--- config.mk ---
export PLATFORM = sky130hd
export DESIGN_NAME = mem_port_arbiter_flat
export DESIGN_NICKNAME = d
export VERILOG_FILES = /design/src/rtl/mem_port_arbiter_if.sv /design/src/rtl/mem_port_arbiter.sv /design/src/flat_wrapper.sv
export SDC_FILE = /design/constraint.sdc
export NUM_CORES = 1
export LEC_CHECK = 0
export CORE_AREA = 2 2 104 106
export CTS_BUF_LIST = sky130_fd_sc_hd__clkbuf_16
export DETAILED_ROUTE_END_ITERATION = 12
export DIE_AREA = 0 0 106 108
export GPL_ROUTABILITY_DRIVEN = 0
export PLACE_DENSITY = 0.82
export SLEW_MARGIN = 20
export SYNTH_ARGS = -nofsm -noshare
export SYNTH_HDL_FRONTEND = slang
export SYNTH_SLANG_ARGS = --single-unit
--- constraint.sdc ---
create_clock -name clk -period 4.4 [get_ports clk]
set_input_delay 0.44 -clock clk [delete_from_list [all_inputs] [get_ports clk]]
set_output_delay 0.44 -clock clk [all_outputs]
set_load 0.02 [all_outputs]
--- src/rtl/mem_port_arbiter_if.sv ---
// Bus bundle between the fetch/data requesters, the arbiter and the unified memory.
// Each request is held stable until its one-cycle gnt; each rvalid is a one-cycle pulse.
interface mem_port_arbiter_if #(
    parameter int XLEN = 32
);
    logic            i_req;
    logic [XLEN-1:0] i_addr;
    logic            i_gnt;
    logic            i_rvalid;
    logic [XLEN-1:0] i_rdata;

    logic            d_req;
    logic            d_we;
    logic [XLEN-1:0] d_addr;
    logic [XLEN-1:0] d_wdata;
    logic            d_gnt;
    logic            d_rvalid;
    logic [XLEN-1:0] d_rdata;

    logic            m_req;
    logic            m_we;
    logic [XLEN-1:0] m_addr;
    logic [XLEN-1:0] m_wdata;
    logic            m_ready;
    logic            m_rvalid;
    logic [XLEN-1:0] m_rdata;

    modport slave (
        input  i_req, i_addr, d_req, d_we, d_addr, d_wdata, m_ready, m_rvalid, m_rdata,
        output i_gnt, i_rvalid, i_rdata, d_gnt, d_rvalid, d_rdata, m_req, m_we, m_addr, m_wdata
    );

    modport master (
        output i_req, i_addr, d_req, d_we, d_addr, d_wdata, m_ready, m_rvalid, m_rdata,
        input  i_gnt, i_rvalid, i_rdata, d_gnt, d_rvalid, d_rdata, m_req, m_we, m_addr, m_wdata
    );
endinterface

--- src/rtl/mem_port_arbiter.sv ---
// Shares one single-ported memory between fetch and data requesters, one transaction at a time.
// Data has fixed priority; a starvation counter forces a fetch win after STARVE_MAX data grants.
module mem_port_arbiter #(
    parameter int XLEN       = 32,
    parameter int STARVE_MAX = 4
) (
    input  logic                 clk,
    input  logic                 rst,
    mem_port_arbiter_if.slave    bus,
    output logic                 busy,
    output logic [1:0]           state_dbg
);
    typedef enum logic [1:0] {IDLE = 2'd0, ISSUE = 2'd1, WAIT = 2'd2} state_t;
    typedef enum logic [1:0] {OWN_NONE = 2'd0, OWN_I = 2'd1, OWN_D = 2'd2} owner_t;

    localparam logic [3:0] STARVE_LIM = 4'(STARVE_MAX);

    state_t          state_q, state_d;
    owner_t          owner_q;
    logic            m_we_q;
    logic [XLEN-1:0] m_addr_q;
    logic [XLEN-1:0] m_wdata_q;
    logic [3:0]      starve_q;

    logic pick_d, pick_i, accept, done;

    always_comb begin
        pick_d  = bus.d_req && !(bus.i_req && (starve_q == STARVE_LIM));
        pick_i  = bus.i_req && !pick_d;
        accept  = (state_q == ISSUE) && bus.m_ready;
        done    = (state_q == WAIT) && bus.m_rvalid;
        state_d = state_q;
        case (state_q)
            IDLE:    if (pick_d || pick_i) state_d = ISSUE;
            ISSUE:   if (accept) state_d = WAIT;
            WAIT:    if (done) state_d = IDLE;
            default: state_d = IDLE;
        endcase
    end

    always_comb begin
        bus.m_req    = (state_q == ISSUE);
        bus.m_we     = m_we_q;
        bus.m_addr   = m_addr_q;
        bus.m_wdata  = m_wdata_q;
        bus.i_gnt    = accept && (owner_q == OWN_I);
        bus.d_gnt    = accept && (owner_q == OWN_D);
        bus.i_rvalid = done && (owner_q == OWN_I);
        bus.d_rvalid = done && (owner_q == OWN_D);
        // Read data is forced to zero unless its rvalid is high.
        bus.i_rdata  = bus.i_rvalid ? bus.m_rdata : '0;
        bus.d_rdata  = bus.d_rvalid ? bus.m_rdata : '0;
        busy         = (state_q != IDLE);
        state_dbg    = state_q;
    end

    always_ff @(posedge clk or negedge rst) begin
        if (!rst) begin
            state_q   <= IDLE;
            owner_q   <= OWN_NONE;
            m_we_q    <= 1'b0;
            m_addr_q  <= '0;
            m_wdata_q <= '0;
            starve_q  <= 4'd0;
        end else begin
            state_q <= state_d;
            if (state_q == IDLE && (pick_d || pick_i)) begin
                owner_q   <= pick_d ? OWN_D : OWN_I;
                m_we_q    <= pick_d && bus.d_we;
                m_addr_q  <= pick_d ? bus.d_addr : bus.i_addr;
                m_wdata_q <= pick_d ? bus.d_wdata : '0;
            end else if (done) begin
                owner_q <= OWN_NONE;
            end
            // Count data grants that made a pending fetch wait; a fetch grant resets the count.
            if (bus.i_gnt) begin
                starve_q <= 4'd0;
            end else if (bus.d_gnt && bus.i_req && (starve_q != STARVE_LIM)) begin
                starve_q <= starve_q + 4'd1;
            end
        end
    end
endmodule

--- src/flat_wrapper.sv ---
// flat-port wrapper written by rule: the top's interface ports become plain ports
module mem_port_arbiter_flat 
#(
    parameter int XLEN       = 32,
    parameter int STARVE_MAX = 4
)
  (clk, rst, busy, state_dbg, bus_i_req, bus_i_addr, bus_d_req, bus_d_we, bus_d_addr, bus_d_wdata, bus_m_ready, bus_m_rvalid, bus_m_rdata, bus_i_gnt, bus_i_rvalid, bus_i_rdata, bus_d_gnt, bus_d_rvalid, bus_d_rdata, bus_m_req, bus_m_we, bus_m_addr, bus_m_wdata);
  mem_port_arbiter_if #(.XLEN(XLEN)) bus_i ();
  input  logic clk;
  input  logic rst;
  output logic busy;
  output logic [1:0] state_dbg;
  input wire logic [$bits(bus_i.i_req)-1:0] bus_i_req;
  input wire logic [$bits(bus_i.i_addr)-1:0] bus_i_addr;
  input wire logic [$bits(bus_i.d_req)-1:0] bus_d_req;
  input wire logic [$bits(bus_i.d_we)-1:0] bus_d_we;
  input wire logic [$bits(bus_i.d_addr)-1:0] bus_d_addr;
  input wire logic [$bits(bus_i.d_wdata)-1:0] bus_d_wdata;
  input wire logic [$bits(bus_i.m_ready)-1:0] bus_m_ready;
  input wire logic [$bits(bus_i.m_rvalid)-1:0] bus_m_rvalid;
  input wire logic [$bits(bus_i.m_rdata)-1:0] bus_m_rdata;
  output wire logic [$bits(bus_i.i_gnt)-1:0] bus_i_gnt;
  output wire logic [$bits(bus_i.i_rvalid)-1:0] bus_i_rvalid;
  output wire logic [$bits(bus_i.i_rdata)-1:0] bus_i_rdata;
  output wire logic [$bits(bus_i.d_gnt)-1:0] bus_d_gnt;
  output wire logic [$bits(bus_i.d_rvalid)-1:0] bus_d_rvalid;
  output wire logic [$bits(bus_i.d_rdata)-1:0] bus_d_rdata;
  output wire logic [$bits(bus_i.m_req)-1:0] bus_m_req;
  output wire logic [$bits(bus_i.m_we)-1:0] bus_m_we;
  output wire logic [$bits(bus_i.m_addr)-1:0] bus_m_addr;
  output wire logic [$bits(bus_i.m_wdata)-1:0] bus_m_wdata;
  assign bus_i.i_req = bus_i_req;
  assign bus_i.i_addr = bus_i_addr;
  assign bus_i.d_req = bus_d_req;
  assign bus_i.d_we = bus_d_we;
  assign bus_i.d_addr = bus_d_addr;
  assign bus_i.d_wdata = bus_d_wdata;
  assign bus_i.m_ready = bus_m_ready;
  assign bus_i.m_rvalid = bus_m_rvalid;
  assign bus_i.m_rdata = bus_m_rdata;
  assign bus_i_gnt = bus_i.i_gnt;
  assign bus_i_rvalid = bus_i.i_rvalid;
  assign bus_i_rdata = bus_i.i_rdata;
  assign bus_d_gnt = bus_i.d_gnt;
  assign bus_d_rvalid = bus_i.d_rvalid;
  assign bus_d_rdata = bus_i.d_rdata;
  assign bus_m_req = bus_i.m_req;
  assign bus_m_we = bus_i.m_we;
  assign bus_m_addr = bus_i.m_addr;
  assign bus_m_wdata = bus_i.m_wdata;
  mem_port_arbiter #(.XLEN(XLEN), .STARVE_MAX(STARVE_MAX)) u_core (.clk(clk), .rst(rst), .bus(bus_i), .busy(busy), .state_dbg(state_dbg));
endmodule
==> qor.yml <==
synth.yosys.seq_area_share: 0.514
portBuffers: 271
p_per_area_nw_per_um2: 600
n_antenna_cell: 0
boundaryPins: 272
outcome: "complete, no violations"
yosysWarningCount: 0
clock_latency_ns: 0.33
drt-wirelength-per-cell_um: 19.3
fmaxAchievable_ghz: 0.366
r2r_slack_ns: 2.28
path_class: "in -> out"
die_h_um: 108
finalCriticalPeriod_ns: 2.74
drive_gt1_frac: 0.0538
synth-seq-cells: 73
core_um2: 10200
cts_htree_levels: 3
r2r-start: "u_core.starve_q[0]$_DFFE_PN0P_"
cts_buffers: 9
fp-row-count: 37
start_util: 0.348
clkTransAtPathRegs_ns: 0.07
antenna_left: 0
timing.hold.ws_ns: 0.185
cellLeakagePower_nw: 2.76
syn_to_final_growth_pct: 87.3
reg2reg_depth: 5
nFillCells: 821
fin_skew_ns: 0.0110
start_kind: "primary input"
hold_path.class: "in -> async"
drv_slew: 0
top_usage_layer: "met2"
via_per_inst: 5.07
maxCapViolations: 0
grt_max_degree: 38
global_route.usage.met1: 0.274
finalPower_mw: 4.00
multiInputGateArea_um2: 1550
cp_max_fo: 33
track_usage: 0.233
cts.sinks: 73
hpwl_um: 10500
ys_types: 32
cts_tree: "done"
worstPathRequired_ns: 3.96
reg2reg_to: "u_core.bus.m_addr[1]$_DFFE_PN0P_"
drtPass1Iterations: 5
die-area_um2: 11400
ctsResizeCount: 0
final_common_cell: "clkdlybuf4s50_1"
syn_area_per_cell_um2: 11.5
tns_ns: 0
grt_pass1_vias: 3752
rsz0062_at_grt: "false"
synthesis.nets: 446
grt_pass1_wl_um: 20400
netlist_area_um2: 3560
totalWireLength_um: 13700
worstPathArrival_ns: 2.30
cts_setup_buffers: 0
final_cell_mix: "clkdlybuf4s50_1, dfrtp_1, and2_1, a22o_1"
die_w_um: 106
setup_viol: 0
clock_path_buffers: 2
grt-ovfl-total: 0
max_slew_margin: 0.465
drc: 0
use_met2: 0.401
cts_hold_buf: 0
ir_drop_mv: 0.256
ff_latch_area_um2: 1830
hold_viol_final: 0
synth_cells: 309
met3_usage: 0.0747
worst_slew_pin_slew_ns: 0.802
fin_crit_sh: 0.622
cp-end-kind: "output pin"
drt-initial-drc-count: 256
routed-via-count: 3608
cts-root-buf: "clkbuf_16"
antenna_found_initial: 1
final_nets: 708
[layer usage]
layer  vias up  share of wire
li1       1667              -
met1      1725           0.40
met2       196           0.49
met3        18          0.093
met4         2          0.017
met5         -        0.00080
[how the worst max path moves through the flow]
stage,slack [ns],start,cells past startpoint,end
2_1_floorplan,2.36,u_core.state_dbg[0]$_DFFE_PN0P_,4,bus_i_rdata[15]
3_3_place_gp,1.42,bus_i_req,5,u_core.owner_q[0]$_DFFE_PN0P_
3_5_place_dp,1.66,bus_m_rvalid,6,bus_d_rdata[28]
4_1_cts,1.64,bus_m_rvalid,6,bus_d_rdata[28]
5_1_grt,1.53,bus_m_rvalid,6,bus_i_rdata[19]
6_report,1.66,bus_m_rvalid,6,bus_d_rdata[28]
[worst max-delay path, stage by stage]
cell	delay, ns
clkdlybuf4s50_1	0.49
nand3b_1	0.15
nor2_1	0.14
buf_4	0.27
and2_1	0.18
clkdlybuf4s50_1	0.62
[synthesized netlist by cell type]
cell / count / area share
or2_1: 1 / 0.0018
dfrtp_1: 73 / 0.51
nor4b_1: 1 / 0.0025
nor2b_1: 1 / 0.0018
ha_1: 2 / 0.0070
a31o_2: 2 / 0.0049
nand2_1: 1 / 0.0011
buf_4: 5 / 0.011
buf_6: 5 / 0.016
nand2b_1: 2 / 0.0035
o31a_1: 1 / 0.0025
o31ai_1: 1 / 0.0021
a22o_1: 33 / 0.081
nor2_1: 5 / 0.0053
o21ai_0: 5 / 0.0070
inv_2: 1 / 0.0011
and3b_1: 1 / 0.0025
clkbuf_1: 14 / 0.015
o211a_1: 1 / 0.0028
a221o_1: 32 / 0.090
nor2_2: 1 / 0.0018
inv_1: 7 / 0.0074
nor3_2: 1 / 0.0028
a21boi_0: 32 / 0.068
and2_1: 65 / 0.11
nand3b_1: 3 / 0.0063
mux2i_1: 4 / 0.011
nand4_1: 3 / 0.0053
and4b_1: 1 / 0.0028
buf_2: 3 / 0.0042
a211oi_1: 1 / 0.0021
o21bai_1: 1 / 0.0021
[state kept, by name, summed over array words and instances, names as in the netlist]
name / count
u_core.starve_q: 4
u_core.state_dbg: 2
u_core.bus.m_addr: 32
u_core.bus.m_we: 1
u_core.owner_q: 2
u_core.bus.m_wdata: 32
[final cells by class]
cell class	count	share of cell area
Timing Repair Buffer	278	0.414
Sequential cell	73	0.274
Multi-Input combinational cell	201	0.232
Clock buffer	9	0.0338
Tap cell	136	0.0255
Clock inverter	7	0.0154
Inverter	8	0.00451
[kinds of logic (layout without fill, tap and decap cells)]
logic type,count (synthesis),in the layout,share of synthesized area
compound gates,109,109,0.262
fa+ha+maj,2,2,0.00704
buf+inv,35,302,0.0538
flops,73,73,0.514
mux,4,4,0.0113
simple gates,86,86,0.152
[where the power goes]
part	internal [mW]	switching, mW
combinational	1.02	1.01
clock	0.503	0.292
sequential	0.976	0.191
[through the flow]
step	std cells	util	setup slack (ns)	cell area (um2)
detailed placement	696	0.619	1.66	6330
global placement	696	0.619	1.42	6330
finish	712	0.651	1.66	6660
floorplan	309	-	2.36	3560
CTS	712	0.651	1.64	6660
global route	712	0.651	1.53	6660
Power figures use the tool's default switching activity.
